$ cat src/rtl/shift_sequencer_if.sv
// Command and result handshakes between a requester and shift_sequencer.
interface shift_sequencer_if #(
  parameter int WIDTH = 4,
  parameter int CNT_W = 3
);
  logic             cmd_valid;
  logic             cmd_ready;
  logic [1:0]       cmd_op;
  logic [WIDTH-1:0] cmd_data;
  logic [CNT_W-1:0] cmd_count;
  logic             res_valid;
  logic             res_ready;
  logic [WIDTH-1:0] res_data;

  modport master (
    output cmd_valid, cmd_op, cmd_data, cmd_count, res_ready,
    input  cmd_ready, res_valid, res_data
  );

  modport slave (
    input  cmd_valid, cmd_op, cmd_data, cmd_count, res_ready,
    output cmd_ready, res_valid, res_data
  );
endinterface

$ cat src/rtl/shift_sequencer.sv
// Command-driven controller for a load/rotate/shift register: loads a value,
// applies count shift cycles in the requested direction, returns the result.
module shift_sequencer #(
  parameter int WIDTH = 4,
  parameter int CNT_W = 3
) (
  input  logic             clk,
  input  logic             rst,
  shift_sequencer_if.slave cmd_if,
  output logic             busy,
  output logic             par_load_n,
  output logic             rotate_right,
  output logic             as_right,
  output logic [WIDTH-1:0] data_in,
  input  logic [WIDTH-1:0] reg_q
);

  typedef enum logic [1:0] {IDLE, LOAD, SHIFT, DONE} state_t;
  typedef enum logic [1:0] {OP_ROL = 2'b00, OP_ROR = 2'b01, OP_ASR = 2'b10, OP_LOAD = 2'b11} op_t;

  state_t           state;
  op_t              op_q;
  logic [WIDTH-1:0] data_q;
  logic [CNT_W-1:0] cnt_q;
  logic [CNT_W-1:0] rem;

  // Outside LOAD the register recirculates its own contents (hold rule).
  assign data_in         = (state == LOAD) ? data_q : reg_q;
  assign cmd_if.res_data = reg_q;

  always_ff @(posedge clk or posedge rst) begin
    if (rst) begin
      state            <= IDLE;
      op_q             <= OP_ROL;
      data_q           <= '0;
      cnt_q            <= '0;
      rem              <= '0;
      cmd_if.cmd_ready <= 1'b0;
      cmd_if.res_valid <= 1'b0;
      busy             <= 1'b0;
      par_load_n       <= 1'b0;
      rotate_right     <= 1'b0;
      as_right         <= 1'b0;
    end else begin
      case (state)
        IDLE: begin
          if (cmd_if.cmd_valid && cmd_if.cmd_ready) begin
            op_q             <= op_t'(cmd_if.cmd_op);
            data_q           <= cmd_if.cmd_data;
            cnt_q            <= cmd_if.cmd_count;
            state            <= LOAD;
            cmd_if.cmd_ready <= 1'b0;
            busy             <= 1'b1;
            par_load_n       <= 1'b0;
            rotate_right     <= 1'b0;
            as_right         <= 1'b0;
          end else begin
            cmd_if.cmd_ready <= 1'b1;
          end
        end
        LOAD: begin
          if (op_q != OP_LOAD && cnt_q != '0) begin
            state        <= SHIFT;
            rem          <= cnt_q;
            par_load_n   <= 1'b1;
            rotate_right <= (op_q == OP_ROR) || (op_q == OP_ASR);
            as_right     <= (op_q == OP_ASR);
          end else begin
            state            <= DONE;
            busy             <= 1'b0;
            cmd_if.res_valid <= 1'b1;
          end
        end
        SHIFT: begin
          // Exit while rem==1 so the counter never wraps and exactly
          // cnt_q shift edges occur.
          if (rem == CNT_W'(1)) begin
            state            <= DONE;
            busy             <= 1'b0;
            cmd_if.res_valid <= 1'b1;
            par_load_n       <= 1'b0;
            rotate_right     <= 1'b0;
            as_right         <= 1'b0;
          end else begin
            rem <= rem - CNT_W'(1);
          end
        end
        DONE: begin
          if (cmd_if.res_ready) begin
            state            <= IDLE;
            cmd_if.res_valid <= 1'b0;
            cmd_if.cmd_ready <= 1'b1;
          end
        end
        default: state <= IDLE;
      endcase
    end
  end

endmodule

$ cat src/flat_wrapper.sv
// flat-port wrapper written by rule: the top's interface ports become plain ports
module shift_sequencer_flat 
#(
  parameter int WIDTH = 4,
  parameter int CNT_W = 3
)
  (clk, rst, busy, par_load_n, rotate_right, as_right, data_in, reg_q, cmd_if_cmd_valid, cmd_if_cmd_op, cmd_if_cmd_data, cmd_if_cmd_count, cmd_if_res_ready, cmd_if_cmd_ready, cmd_if_res_valid, cmd_if_res_data);
  shift_sequencer_if #(.WIDTH(WIDTH), .CNT_W(CNT_W)) cmd_if_i ();
  input  logic clk;
  input  logic rst;
  output logic busy;
  output logic par_load_n;
  output logic rotate_right;
  output logic as_right;
  output logic [WIDTH-1:0] data_in;
  input  logic [WIDTH-1:0] reg_q;
  input wire logic [$bits(cmd_if_i.cmd_valid)-1:0] cmd_if_cmd_valid;
  input wire logic [$bits(cmd_if_i.cmd_op)-1:0] cmd_if_cmd_op;
  input wire logic [$bits(cmd_if_i.cmd_data)-1:0] cmd_if_cmd_data;
  input wire logic [$bits(cmd_if_i.cmd_count)-1:0] cmd_if_cmd_count;
  input wire logic [$bits(cmd_if_i.res_ready)-1:0] cmd_if_res_ready;
  output wire logic [$bits(cmd_if_i.cmd_ready)-1:0] cmd_if_cmd_ready;
  output wire logic [$bits(cmd_if_i.res_valid)-1:0] cmd_if_res_valid;
  output wire logic [$bits(cmd_if_i.res_data)-1:0] cmd_if_res_data;
  assign cmd_if_i.cmd_valid = cmd_if_cmd_valid;
  assign cmd_if_i.cmd_op = cmd_if_cmd_op;
  assign cmd_if_i.cmd_data = cmd_if_cmd_data;
  assign cmd_if_i.cmd_count = cmd_if_cmd_count;
  assign cmd_if_i.res_ready = cmd_if_res_ready;
  assign cmd_if_cmd_ready = cmd_if_i.cmd_ready;
  assign cmd_if_res_valid = cmd_if_i.res_valid;
  assign cmd_if_res_data = cmd_if_i.res_data;
  shift_sequencer #(.WIDTH(WIDTH), .CNT_W(CNT_W)) u_core (.clk(clk), .rst(rst), .cmd_if(cmd_if_i), .busy(busy), .par_load_n(par_load_n), .rotate_right(rotate_right), .as_right(as_right), .data_in(data_in), .reg_q(reg_q));
endmodule
$ cat config.mk
export PLATFORM = sky130hd
export DESIGN_NAME = shift_sequencer_flat
export DESIGN_NICKNAME = d
export VERILOG_FILES = /design/src/rtl/shift_sequencer_if.sv /design/src/rtl/shift_sequencer.sv /design/src/flat_wrapper.sv
export SDC_FILE = /design/constraint.sdc
export NUM_CORES = 1
export LEC_CHECK = 0
export CAP_MARGIN = 20
export CORE_MARGIN = 3
export CORE_UTILIZATION = 37
export CTS_CLUSTER_SIZE = 24
export DETAILED_ROUTE_END_ITERATION = 6
export GPL_ROUTABILITY_DRIVEN = 0
export MAX_ROUTING_LAYER = met4
export PLACE_DENSITY_LB_ADDON = 0.12
export REMOVE_ABC_BUFFERS = 1
export SLEW_MARGIN = 20
export SYNTH_ARGS = -nofsm -noshare
export SYNTH_HDL_FRONTEND = slang
export SYNTH_SLANG_ARGS = --single-unit
$ cat constraint.sdc
create_clock -name clk -period 2.65 [get_ports clk]
set_input_delay 0.53 -clock clk [delete_from_list [all_inputs] [get_ports clk]]
set_output_delay 0.53 -clock clk [all_outputs]
set_load 0.01 [all_outputs]
==> results.json, run 1 <==
{
  "outcome": "complete, no violations",
  "fin_skew_ns": 0.00955,
  "placed_cells_incl_taps": 160,
  "synth.cell_area_um2": 1130,
  "worstHoldPathType": "flip-flop to flip-flop",
  "maxCapViolations": 0,
  "detailedPlacementHpwl_mm": 1.70,
  "finalHoldWorstSlack_ns": 0.500,
  "async_flop_share": 1.00,
  "critical_path_peak_fanout": 8,
  "startpoint_type": "flip-flop",
  "ys_seq_area_frac": 0.444,
  "ant_nets": 0,
  "grt_pass1_wl_mm": 3.67,
  "mostFrequentLayoutCells": "30 x clkdlybuf4s50_1, 20 x dfrtp_1, 13 x mux2_2",
  "vias_in_the_first_global_route": 840,
  "insertion_delay_ns": 0.31,
  "tritoncts_buffer_count": 3,
  "final_cells": 164,
  "clk_path_buf_depth": 2,
  "grt.overflow.total": 0,
  "reg2reg_from": "u_core.state[0]$_DFFE_PP0P_",
  "worstReg2RegEnd": "u_core.rotate_right$_DFFE_PP0P_",
  "setup-violations-final": 0,
  "fp.dieW_um": 61.2,
  "required_ns": 2.12,
  "globalRouteTotalUtil": 0.140,
  "floorplan.die_area_um2": 3750,
  "cts_setup_buffers": 0,
  "synthCells": 105,
  "total_number_of_vias": 822,
  "holdCritStartpoint": "u_core.rem[1]$_DFFE_PP0P_",
  "post-route-period-util": 0.938,
  "vdd.ir_drop.worst_mv": 0.480,
  "max_fclk_mhz": 402,
  "boundaryPins": 31,
  "ys_ff_latch": 20,
  "final_common_cell": "clkdlybuf4s50_1",
  "num_antenna_cells": 0,
  "area_growth_pct": 30.6,
  "total_power_w": 0.00176,
  "start_util": 0.398,
  "total_leakage_power_nw": 0.648,
  "path_class": "flip-flop to output port",
  "io_buffer_count": 30,
  "synth.lib_cells_used.distinct": 30,
  "worst-slew-pin-transition_ns": 0.782,
  "postCtsHoldBufs": 0,
  "floorplan.rows": 19,
  "reg2reg_depth": 6,
  "fillerInstances": 258,
  "ff2ff_setup_slack_ns": 0.80,
  "synth_enable_flop_cells": 0,
  "layout_min_cycle_time_ns": 2.49,
  "clk_pin_slew_ns": 0.12,
  "die_y_um": 61.2,
  "core_area_um2": 2830,
  "antenna_violations_before_repair": 0,
  "cts-root-buf": "clkbuf_4",
  "grt_max_degree": 21,
  "endpoint_kind": "output port",
  "cp.arrival_ns": 1.96,
  "hold_violations": 0,
  "wire_per_inst_um": 13.2,
  "hold_end": "u_core.rem[1]$_DFFE_PP0P_",
  "rsz0062_at_grt": "no",
  "wire_length_reported_by_the_detailed_router_mm": 2.17,
  "ys.warnings.count": 0,
  "cts_tree": "done",
  "cts.sink_count": 20,
  "synth-main-ff-cell": "dfrtp_1",
  "drt_pre_antenna_iters": 4,
  "initialDrtViolationCount": 18,
  "drt_drc_violations_left": 0,
  "avgSynthCellArea_um2": 10.7,
  "final_nets": 159,
  "ctsHtreeMaxLevel": 1,
  "hold_path_depth": 2,
  "relSlewSlack": 0.478,
  "layout-drive-gt1-share": 0.158,
  "drv_slew": 0,
  "setup-tns-final_ns": 0,
  "viasPerCell": 5.01,
  "power_density_nw_per_um2": 1200
}
-- cells by family (layout without fill, tap and decap cells) --
kind of cell | Yosys count | count (layout) | synth area share
and+or+nand+nor | 23 | 23 | 0.110
AOI/OAI and AO/OA | 22 | 22 | 0.135
DFF | 20 | 20 | 0.444
buffers and inverters | 18 | 46 | 0.0832
muxes | 14 | 14 | 0.139
adders and majority gates | 8 | 8 | 0.0888
-- cells in the mapped netlist, types with 2 or more instances --
cell	number	share of area
nor2_1	3	0.010
a31oi_1	2	0.011
inv_1	12	0.040
mux2_2	13	0.13
ha_1	8	0.089
nand2b_1	2	0.011
o21ai_0	8	0.036
a21oi_1	3	0.013
nand3b_1	2	0.013
buf_4	5	0.033
dfrtp_1	20	0.44
nand2_1	9	0.030
-- repair_timing --
item                                    4_1_cts  5_1_grt
resized for setup                             0        1
endpoints found under the hold margin         0        0
endpoints found under the setup margin        0        4
-- worst max-delay path, stage by stage (launching register included) --
cell and delay [ns]:
dfrtp_1 0.43, inv_1 0.11, ha_2 0.28, mux2_2 0.35, clkdlybuf4s50_1 0.48
-- worst max-delay path by stage --
| stage | slack [ns] | from | cells past startpoint | to |
|---|---|---|---|---|
| after floorplan | 0.97 | u_core.state[1]$_DFFE_PP0P_ | 6 | u_core.rem[0]$_DFFE_PP0P_ |
| after global placement | 0.44 | reg_q[1] | 3 | data_in[1] |
| after detailed placement | 0.43 | u_core.state[1]$_DFFE_PP0P_ | 4 | data_in[0] |
| after CTS | 0.05 | u_core.state[1]$_DFFE_PP0P_ | 4 | data_in[0] |
| after global routing | 0.05 | u_core.state[1]$_DFFE_PP0P_ | 4 | data_in[3] |
| final | 0.16 | u_core.state[1]$_DFFE_PP0P_ | 4 | data_in[0] |
-- state kept, by name (all words and copies together), names as in the netlist --
signal                   count
u_core.data_q                4
u_core.cnt_q                 3
u_core.rem                   3
u_core.op_q                  2
u_core.state                 2
u_core.as_right              1
u_core.busy                  1
u_core.cmd_if.cmd_ready      1
u_core.cmd_if.res_valid      1
u_core.par_load_n            1
u_core.rotate_right          1
-- layer usage --
| metal | routed length (µm) | vias to the layer above | GRT usage |
|---|---|---|---|
| li1 | - | 418 | - |
| met1 | 1020 | 378 | 0.168 |
| met3 | 99 | 4 | 0.0356 |
| met4 | 33 | 0 | 0.0650 |
| met5 | 0 | - | - |
| met2 | 1020 | 22 | 0.219 |
-- power by group --
part           switching [W]  leakage, nW  internal (W)
logic               0.000462        0.378      0.000489
registers          0.0000998        0.242      0.000460
clock network      0.0000985       0.0279      0.000153
-- metrics by stage --
| step | area [µm²] | setup slack (ns) | util |
|---|---|---|---|
| final | 1470 | 0.165 | 0.521 |
| after global routing | 1470 | 0.0465 | 0.521 |
| after CTS | 1470 | 0.0506 | 0.520 |
| after detailed placement | 1420 | 0.430 | 0.501 |
| after global placement | 1420 | 0.439 | 0.501 |
| after floorplan | 1080 | 0.973 | - |
-- layout make-up --
cell class                      instances  area (µm²)  area share
Sequential cell                        20         500       0.340
Tap cell                               31        38.8      0.0263
Multi-Input combinational cell         67         536       0.364
Clock buffer                            3        22.5      0.0153
Inverter                               12        45.0      0.0306
Clock inverter                          1        30.0      0.0204
Timing Repair Buffer                   30         300       0.204
Power figures use the tool's default switching activity.
==> inputs of run 2 (changes only) <==
--- a/config.mk
+++ b/config.mk
@@ -13,7 +13,6 @@
 export GPL_ROUTABILITY_DRIVEN = 0
 export MAX_ROUTING_LAYER = met4
 export PLACE_DENSITY_LB_ADDON = 0.12
-export REMOVE_ABC_BUFFERS = 1
 export SLEW_MARGIN = 20
 export SYNTH_ARGS = -nofsm -noshare
 export SYNTH_HDL_FRONTEND = slang
==> run 2 against run 1 <==
  * Non-clock buffer count unchanged
  * Via count up 1.5%
  * Clock-buffer cell count unchanged
  * Critical path type unchanged
  * Largest cell class unchanged
==> results.json, run 2 (synthesis results as in run 1) <==
{
  "worst-slew-pin-transition_ns": 0.766,
  "finalHoldWorstSlack_ns": 0.494,
  "placedInstanceArea_um2": 1420,
  "worstPathCellList": "inv_1, ha_2, mux2_2, clkdlybuf4s50_1",
  "ff2ff_setup_slack_ns": 0.83,
  "startpoint_type": "flip-flop",
  "insertion_delay_ns": 0.29,
  "critical_path_peak_fanout": 8,
  "holdCritStartpoint": "u_core.rem[1]$_DFFE_PP0P_",
  "final_nets": 159,
  "grt.overflow.total": 0,
  "initialDrtViolationCount": 10,
  "number_of_flip_flops_in_the_largest_register": 4,
  "floorplan.rows": 19,
  "clk_path_buf_depth": 2,
  "worstReg2RegEnd": "u_core.rotate_right$_DFFE_PP0P_",
  "endpoint_kind": "output port",
  "reg2reg_depth": 6,
  "largest_register": "u_core.data_q",
  "maxCapViolations": 0,
  "ant_nets": 0,
  "cts_tree": "done",
  "start_util": 0.398,
  "io_buffer_count": 30,
  "die_y_um": 61.2,
  "required_ns": 2.12,
  "grt_pass1_wl_mm": 3.69,
  "final_common_cell": "clkdlybuf4s50_1",
  "drv_slew": 0,
  "wire_per_inst_um": 13.8,
  "critical_path.max_stage_delay_ns": 0.48,
  "total_number_of_vias": 834,
  "vias_in_the_first_global_route": 843,
  "globalRouteTotalUtil": 0.139,
  "fp.dieW_um": 61.2,
  "fin_area_um2": 1440,
  "grt_max_degree": 21,
  "drt_drc_violations_left": 0,
  "setup-violations-final": 0,
  "layout-drive-gt1-share": 0.152,
  "fin_skew_ns": 0.00128,
  "core_area_um2": 2830,
  "hold_path_depth": 2,
  "fillerInstances": 262,
  "boundaryPins": 31,
  "rsz0062_at_grt": "no",
  "vdd.ir_drop.worst_mv": 0.533,
  "outcome": "complete, no violations",
  "hold_end": "u_core.rem[1]$_DFFE_PP0P_",
  "reg_top3": "u_core.data_q: 4 flops, u_core.cnt_q: 3 flops, u_core.rem: 3 flops",
  "detailedPlacementHpwl_mm": 1.73,
  "total_power_w": 0.00167,
  "mappedNetlistNets": 130,
  "relSlewSlack": 0.489,
  "cp.arrival_ns": 1.95,
  "setup-tns-final_ns": 0,
  "postCtsHoldBufs": 0,
  "final_cells": 163,
  "cts.sink_count": 20,
  "placed_cells_incl_taps": 160,
  "reg2reg_from": "u_core.state[0]$_DFFE_PP0P_",
  "power_density_nw_per_um2": 1150,
  "max_fclk_mhz": 403,
  "drt_pre_antenna_iters": 4,
  "floorplan.die_area_um2": 3750,
  "cts-root-buf": "clkbuf_4",
  "total_leakage_power_nw": 0.634,
  "post-route-period-util": 0.935,
  "ctsHtreeMaxLevel": 1,
  "wire_length_reported_by_the_detailed_router_mm": 2.25,
  "clk_pin_slew_ns": 0.11,
  "viasPerCell": 5.12,
  "hold_violations": 0,
  "path_class": "flip-flop to output port",
  "num_antenna_cells": 0,
  "area_growth_pct": 28.0,
  "tritoncts_buffer_count": 3,
  "worstHoldPathType": "flip-flop to flip-flop",
  "layout_min_cycle_time_ns": 2.48,
  "antenna_violations_before_repair": 0,
  "mostFrequentLayoutCells": "30 x clkdlybuf4s50_1, 20 x dfrtp_1, 13 x mux2_2",
  "cpMaxStageDelayCell": "clkdlybuf4s50_1"
}
==> run 2: cell count changes in the layout (fill, tap and decap cells not counted), sizes merged <==
cell    change
bufinv      -1
==> run 2: layer usage <==
layer | global-route usage | up-vias | wire [µm]
met4 | 0.0650 | 0 | 29
met1 | 0.171 | 389 | 1030
met5 | - | - | 0
li1 | - | 417 | -
met3 | 0.0189 | 4 | 93
met2 | 0.225 | 24 | 1090
==> run 2: through the flow <==
stage | worst slack (ns) | utilization
floorplan | 1.00 | -
global placement | 0.435 | 0.501
detailed placement | 0.390 | 0.501
CTS | 0.0477 | 0.509
global route | 0.0765 | 0.510
finish | 0.171 | 0.510
==> run 2: worst max-delay path by stage <==
| stage | from | endpoint | cells past startpoint | slack, ns |
|---|---|---|---|---|
| floorplan | u_core.state[1]$_DFFE_PP0P_ | u_core.rem[0]$_DFFE_PP0P_ | 7 | 1.00 |
| global placement | u_core.state[1]$_DFFE_PP0P_ | data_in[3] | 4 | 0.43 |
| detailed placement | u_core.state[1]$_DFFE_PP0P_ | data_in[0] | 4 | 0.39 |
| CTS | u_core.state[1]$_DFFE_PP0P_ | data_in[0] | 4 | 0.05 |
| global route | u_core.state[1]$_DFFE_PP0P_ | data_in[0] | 4 | 0.08 |
| finish | u_core.state[1]$_DFFE_PP0P_ | data_in[0] | 4 | 0.17 |
==> run 2: area by class of cell <==
| class | instances | area [µm²] | area share |
|---|---|---|---|
| Multi-Input combinational cell | 67 | 536 | 0.371 |
| Tap cell | 31 | 38.8 | 0.0269 |
| Sequential cell | 20 | 500 | 0.347 |
| Clock buffer | 3 | 22.5 | 0.0156 |
| Timing Repair Buffer | 30 | 300 | 0.208 |
| Inverter | 12 | 45.0 | 0.0312 |
==> run 2: what timing repair did <==
item	4_1_cts	5_1_grt
endpoints found under the setup margin	0	4
endpoints found under the hold margin	0	0
gates resized for setup	0	1
setup buffers	0	0
==> run 2: worst max-delay path: cells and delay by family, from the launching register on <==
| kind | cells | cell delay [ns] |
|---|---|---|
| buf+inv | 2 | 0.58 |
| fa+ha+maj | 1 | 0.29 |
| mux | 1 | 0.36 |
| flops | 1 | 0.42 |
==> run 2: power breakdown <==
group / switching, W / internal [W] / leakage [nW]
sequential: 0.000103 / 0.000460 / 0.242
combinational: 0.000471 / 0.000490 / 0.378
clock: 0.0000884 / 0.0000529 / 0.0138
total: 0.000663 / 0.00100 / 0.634
==> inputs of run 3 (changes only) <==
--- a/config.mk
+++ b/config.mk
@@ -13,6 +13,7 @@
 export GPL_ROUTABILITY_DRIVEN = 0
 export MAX_ROUTING_LAYER = met4
 export PLACE_DENSITY_LB_ADDON = 0.12
+export SKIP_LAST_GASP = 1
 export SLEW_MARGIN = 20
 export SYNTH_ARGS = -nofsm -noshare
 export SYNTH_HDL_FRONTEND = slang
==> results of run 3 <==
The final DEF is identical to that of run 2; final timing and power are the same.
